### src/rtl/slicel_cfg_loader.sv
`default_nettype none
// ============================================================================
// Module   : slicel_cfg_loader
// Brief    : Configuration sequencer for one slicel. Collects the slice
//            bitstream word by word into a shadow register, then holds the
//            slice config-enable high for a fixed window so the slice captures
//            LUT contents, inter-LUT mux select, use_cc and FF init values.
// Revision : 1.0 - initial release
// ============================================================================
module slicel_cfg_loader #(
    parameter int S_XX_BASE  = 4,
    parameter int NUM_LUTS   = 4,
    parameter int WORD_W     = 8,
    parameter int CEN_CYCLES = 2,
    localparam int CFG_SIZE  = 2 * (2 ** S_XX_BASE) + 1,
    localparam int MUX_LVLS  = $clog2(NUM_LUTS)
) (
    input  logic                         clk,
    input  logic                         rst_n,
    input  logic                         start,
    input  logic                         abort,
    input  logic [WORD_W-1:0]            in_data,
    input  logic                         in_valid,
    output logic                         in_ready,
    output logic [CFG_SIZE*NUM_LUTS-1:0] luts_config_out,
    output logic [MUX_LVLS-1:0]          inter_lut_mux_config_out,
    output logic                         config_use_cc_out,
    output logic [2*NUM_LUTS-1:0]        regs_config_out,
    output logic                         cen,
    output logic                         busy,
    output logic                         done,
    output logic                         aborted
);

    localparam int LUTS_W    = CFG_SIZE * NUM_LUTS;
    localparam int CFG_TOTAL = LUTS_W + MUX_LVLS + 1 + 2 * NUM_LUTS;
    localparam int NUM_WORDS = (CFG_TOTAL + WORD_W - 1) / WORD_W;
    localparam int CNT_W     = (NUM_WORDS > 1) ? $clog2(NUM_WORDS) : 1;
    localparam int CEN_W     = (CEN_CYCLES > 1) ? $clog2(CEN_CYCLES) : 1;

    localparam logic [CNT_W-1:0] c_last_word = CNT_W'(NUM_WORDS - 1);
    localparam logic [CEN_W-1:0] c_cen_last  = CEN_W'(CEN_CYCLES - 1);

    typedef enum logic [1:0] {
        S_IDLE   = 2'd0,
        S_LOAD   = 2'd1,
        S_COMMIT = 2'd2,
        S_DONE   = 2'd3
    } state_t;

    state_t                 r_state;
    state_t                 w_state_nxt;
    logic [CNT_W-1:0]       r_count;
    logic [CNT_W-1:0]       w_count_nxt;
    logic [CEN_W-1:0]       r_cen_cnt;
    logic [CEN_W-1:0]       w_cen_cnt_nxt;
    logic                   r_cen;
    logic                   w_cen_nxt;
    logic                   r_aborted;
    logic                   w_aborted_nxt;
    logic [CFG_TOTAL-1:0]   r_shadow;
    logic [CFG_TOTAL-1:0]   w_shadow_nxt;
    logic                   w_accept;

    // A word presented together with abort is dropped, never written.
    assign w_accept = (r_state == S_LOAD) && in_valid && !abort;

    // Each word owns a fixed slice of the shadow; the last word's slice is
    // truncated so its padding bits simply have nowhere to land.
    for (genvar k = 0; k < NUM_WORDS; k++) begin : g_word
        localparam int LO = k * WORD_W;
        localparam int NB = ((CFG_TOTAL - LO) < WORD_W) ? (CFG_TOTAL - LO) : WORD_W;
        assign w_shadow_nxt[LO +: NB] = (w_accept && (r_count == CNT_W'(k)))
                                        ? in_data[NB-1:0] : r_shadow[LO +: NB];
    end

    // Next-state, word counter and cen window control.
    always_comb begin
        w_state_nxt   = r_state;
        w_count_nxt   = r_count;
        w_cen_cnt_nxt = r_cen_cnt;
        w_cen_nxt     = 1'b0;
        w_aborted_nxt = 1'b0;
        case (r_state)
            S_IDLE: begin
                if (start && !abort) begin
                    w_state_nxt = S_LOAD;
                    w_count_nxt = '0;
                end
            end
            S_LOAD: begin
                if (abort) begin
                    w_state_nxt   = S_IDLE;
                    w_count_nxt   = '0;
                    w_aborted_nxt = 1'b1;
                end else if (w_accept) begin
                    if (r_count == c_last_word) begin
                        w_state_nxt   = S_COMMIT;
                        w_count_nxt   = '0;
                        w_cen_cnt_nxt = '0;
                        w_cen_nxt     = 1'b1;
                    end else begin
                        w_count_nxt = r_count + 1'b1;
                    end
                end
            end
            S_COMMIT: begin
                if (abort) begin
                    w_state_nxt   = S_IDLE;
                    w_cen_cnt_nxt = '0;
                    w_aborted_nxt = 1'b1;
                end else if (r_cen_cnt == c_cen_last) begin
                    w_state_nxt   = S_DONE;
                    w_cen_cnt_nxt = '0;
                end else begin
                    w_cen_cnt_nxt = r_cen_cnt + 1'b1;
                    w_cen_nxt     = 1'b1;
                end
            end
            S_DONE: begin
                w_state_nxt = S_IDLE;
            end
            default: begin
                w_state_nxt = S_IDLE;
            end
        endcase
    end

    // Control state register; cen is registered so it cannot glitch.
    always_ff @(posedge clk or negedge rst_n) begin
        if (!rst_n) begin
            r_state   <= S_IDLE;
            r_count   <= '0;
            r_cen_cnt <= '0;
            r_cen     <= 1'b0;
            r_aborted <= 1'b0;
        end else begin
            r_state   <= w_state_nxt;
            r_count   <= w_count_nxt;
            r_cen_cnt <= w_cen_cnt_nxt;
            r_cen     <= w_cen_nxt;
            r_aborted <= w_aborted_nxt;
        end
    end

    // Shadow register holding the assembled bitstream.
    always_ff @(posedge clk or negedge rst_n) begin
        if (!rst_n) begin
            r_shadow <= '0;
        end else begin
            r_shadow <= w_shadow_nxt;
        end
    end

    assign in_ready = (r_state == S_LOAD);
    assign busy     = (r_state != S_IDLE);
    assign done     = (r_state == S_DONE);
    assign cen      = r_cen;
    assign aborted  = r_aborted;

    assign luts_config_out          = r_shadow[LUTS_W-1:0];
    assign inter_lut_mux_config_out = r_shadow[LUTS_W +: MUX_LVLS];
    assign config_use_cc_out        = r_shadow[LUTS_W + MUX_LVLS];
    assign regs_config_out          = r_shadow[LUTS_W + MUX_LVLS + 1 +: 2*NUM_LUTS];

endmodule
`default_nettype wire

### config.mk
export PLATFORM = sky130hd
export DESIGN_NAME = slicel_cfg_loader
export DESIGN_NICKNAME = d
export VERILOG_FILES = /design/src/rtl/slicel_cfg_loader.sv
export SDC_FILE = /design/constraint.sdc
export NUM_CORES = 1
export LEC_CHECK = 0
export CORE_MARGIN = 2
export CORE_UTILIZATION = 35
export DETAILED_ROUTE_END_ITERATION = 8
export PLACE_DENSITY_LB_ADDON = 0.3
export SLEW_MARGIN = 15
export SYNTH_ARGS = -nofsm -noshare
export SYNTH_HDL_FRONTEND = slang
export SYNTH_SLANG_ARGS = --single-unit
### constraint.sdc
create_clock -name clk -period 2.6 [get_ports clk]
set_input_delay 0.65 -clock clk [delete_from_list [all_inputs] [get_ports clk]]
set_output_delay 0.65 -clock clk [all_outputs]
set_load 0.005 [all_outputs]
==> results summary <==
The path class of the tightest hold or removal check is in2async. The number of buffers added to fix hold violations after cts is 0. The first-pass GRT wire length is around 24 mm. The proportion of synthesized chip area in sequential cells came out at 63.0%. The number of gates resized after CTS is 0. The maximum fanout count along the critical path is 9. The top cell type by area accounts for ~63% of the synthesized area. The flow ran to the end, and the final reports show no timing, DRC or antenna violations. The iteration-0 DRC count of the detailed router is 150. The share of the cycle needed by the critical path after routing came out at 96.6%. The total met2 wirelength after detailed routing came out at 7.81 mm. The weighted congestion reported at the end of routability-driven placement is around 0.85. After detailed routing, the met3 layer carries 802 um of wire.

The filler cells instantiated in the layout total about 1400. The slew at the pin closest to its max-slew limit came out at roughly 0.76 ns. The biggest area contributor in the post-synthesis netlist is dfrtp_1. The highest clock frequency the design can meet came out at between 0.3 and 0.4 GHz. The critical path is of the reg2out type. By count the netlist is led by dfrtp_1 (153), mux2_2 (134), nand2_1 (17). The total detailed-routing wirelength came out at between 15 and 20 mm. The power per unit of standard cell area came out at around 730 nW/um2. TritonCTS built the clock tree. Counting every instance in the synthesized netlist gives roughly 400. Registers take between 3000 and 4000 um2.

Measured along the x axis, the die boundary spans ~140 um. The number of maximum-capacitance constraint violations is 0. The total number of yosys warnings is 0. The site row count came out at between 40 and 50. Data on the critical path is required at its endpoint by roughly 2 ns. The remaining design rule violation count is 0. The data arrival at the endpoint of the critical path came out at between 1.5 and 2 ns. The pin count of the biggest net entering global routing is 71.

The cell sitting at the root of the clock tree is a clkbuf_16. The most used flip-flop cell after synthesis is dfrtp_1. In the synthesized netlist the async set-or-reset flop fraction comes to 100%. The TritonCTS sink count is ~150. After detailed placement, the total cell area comes to a little over 8000 um2. The number of buffers inserted by port buffering came out at 160. The worst vdd rail ir drop is between 400 and 500 uV. For this run, the total global-route usage over all layers was measured as approximately 18%. dfrtp_1 is the most common cell in the netlist. The number of antenna repair diodes came out at 0. The total overflow left after global routing is 0. Setup repair after global routing left no endpoint under its margin. Summing all non-filler instances in the final layout gives an area of just under 9000 um2.

The count of H-tree levels built during CTS came out at 4. The worst setup path is captured at an output pin. The number of vias per cell after detailed routing is around 4.8. In this run the cell area of the synthesized design comes to between 6000 and 7000 um2. The setup fix buffers added after clock tree synthesis came out at 0. The initial antenna violation count came out at 1. The clock latency at the later pin of the worst-skew pair is just over 0.4 ns. The net count of the finished layout is between 600 and 700. The total power after layout came out at 6.41 mW. In this run the remaining antenna-violating nets after routing total 0.

The post-synthesis cell type count is 40. The longest clock path from root to sink contains 2 buffers. The count of pins on the block boundary came out at 161. The number of enable flip-flop cells after synthesis came out at 0. The final sum of negative setup slack is 0 ns.

Setup violations remaining at the end of the flow were counted as 0. Of the cells placed in the final design, the portion with a size suffix greater than 1 is 34.4%. In this run the top signal layer used is met4. The clock arrives with 0.00678 ns of skew.

The combined area of the multi-input logic cells is around 2200 um2. The first TritonRoute pass finished after 4 iterations. The startpoint kind of the worst setup timing path is a register.

For this configuration, the core starts out at a cell density of approximately 35%. The hold violation count in the final report is 0. The height of the die is between 100 and 150 um. The post-layout minimum cycle time came out at about 2.5 ns. The analysis attributes to cell leakage a power of about 4.1 nW. Relative to the synthesized area, the layout overhead comes to 43.9%. After synthesis, the cell types taking the most area are dfrtp_1 (63%), mux2_2 (25%), mux2_4 (2.0%). Each instance of the synthesized netlist takes up on average 15.4 um2.

The total count of max-transition violations in the final report was 0. In this run, synthesis produced a sequential element count of roughly 150. The detailed-placement wirelength estimate is about 11 mm. The clock slew seen by the registers of the worst setup and hold paths is ~0.060 ns. The tightest hold path in the finished design has a slack of between 0.2 and 0.25 ns.

The total vias in the final route is between 3000 and 4000. The worst-case headroom to the max-slew limit is between 40% and 50%. The number of clock buffers inserted by TritonCTS is 17.

The total area inside the core boundary comes to approximately 17000 um2. Counting every net in the synthesized netlist gives approximately 420. The number of global-route vias before repair is 4215. The die area came out at 18400 um2.

The met1 wire length came out at 6.81 mm. The detail-routed net length per standard cell came out at approximately 19 um.
through the flow:
stage | std cells | worst slack, ns | util, %
final | 824 | 0.0894 | 51.1
after global routing | 824 | 0.00708 | 51.1
after CTS | 824 | 0.0682 | 51.1
after detailed placement | 792 | 0.0268 | 47.6
after global placement | 792 | 0.0682 | 47.6
after floorplan | 394 | 0.482 | -
where the power goes:
group / internal (mW) / total (mW) / switching [mW]
Sequential: 2.61 / 2.75 / 0.141
Clock: 1.49 / 2.48 / 0.993
Combinational: 0.698 / 1.18 / 0.482
Total: 4.79 / 6.41 / 1.62
placed cells by master, fill, tap and decap left out, types with 3 or more instances in the layout:
cell and instances:
nor2_1 6, inv_1 9, buf_4 22, clkbuf_16 17, nor3_1 4, nand2_1 17
nand2_2 3, clkdlybuf4s50_1 159, buf_12 4, dfrtp_1 153, nand2b_1 4, ha_1 9
mux2_4 8, mux2_2 134
cells by family after synthesis:
family | count (synthesis) | synth area share [%]
muxes | 143 | 27.0
buffers and inverters | 22 | 1.54
adders and majority gates | 9 | 1.85
DFF | 153 | 63.0
and+or+nand+nor | 52 | 4.65
AOI/OAI and AO/OA | 15 | 1.94
flip-flops by register name (all words and copies together), names as in the netlist:
register and cells:
r_shadow 143, r_cen_cnt 1, cen 1, r_count 5, r_state 2, aborted 1
cell type report:
cell class                      count  share of cell area (%)
Multi-Input combinational cell    219                    24.6
Tap cell                          225                    3.22
Sequential cell                   153                    43.8
Clock inverter                     11                    1.57
Timing Repair Buffer              186                    21.1
Clock buffer                       21                    5.27
Inverter                            9                   0.386
critical path, stage by stage, from the launching register on:
cell and delay (ns):
dfrtp_1 0.40, inv_1 0.11, ha_1 0.37, clkdlybuf4s50_1 0.57
per-layer routing:
metal  track usage (%)  vias to the layer above
li1                  -                     1790
met1              22.6                     2081
met2              29.5                      100
met3              4.86                        8
met4              5.27                        0
met5                 0                        -
final timing paths:
check | startpoint | end | slack, ns | cells past startpoint
setup / recovery | r_state[1] | in_ready | 0.09 | 3
hold / removal | rst_n | r_shadow[65] | 0.23 | 1
setup reg to reg | r_state[1] | r_shadow[137] | 0.35 | 7
hold reg to reg | r_shadow[37] | r_shadow[37] | 0.50 | 1
max in group asynchronous | rst_n | r_shadow[122] | 1.67 | 2
min in group clk | r_shadow[37] | r_shadow[37] | 0.50 | 1
Note: power is estimated with default switching activity, not from simulation.
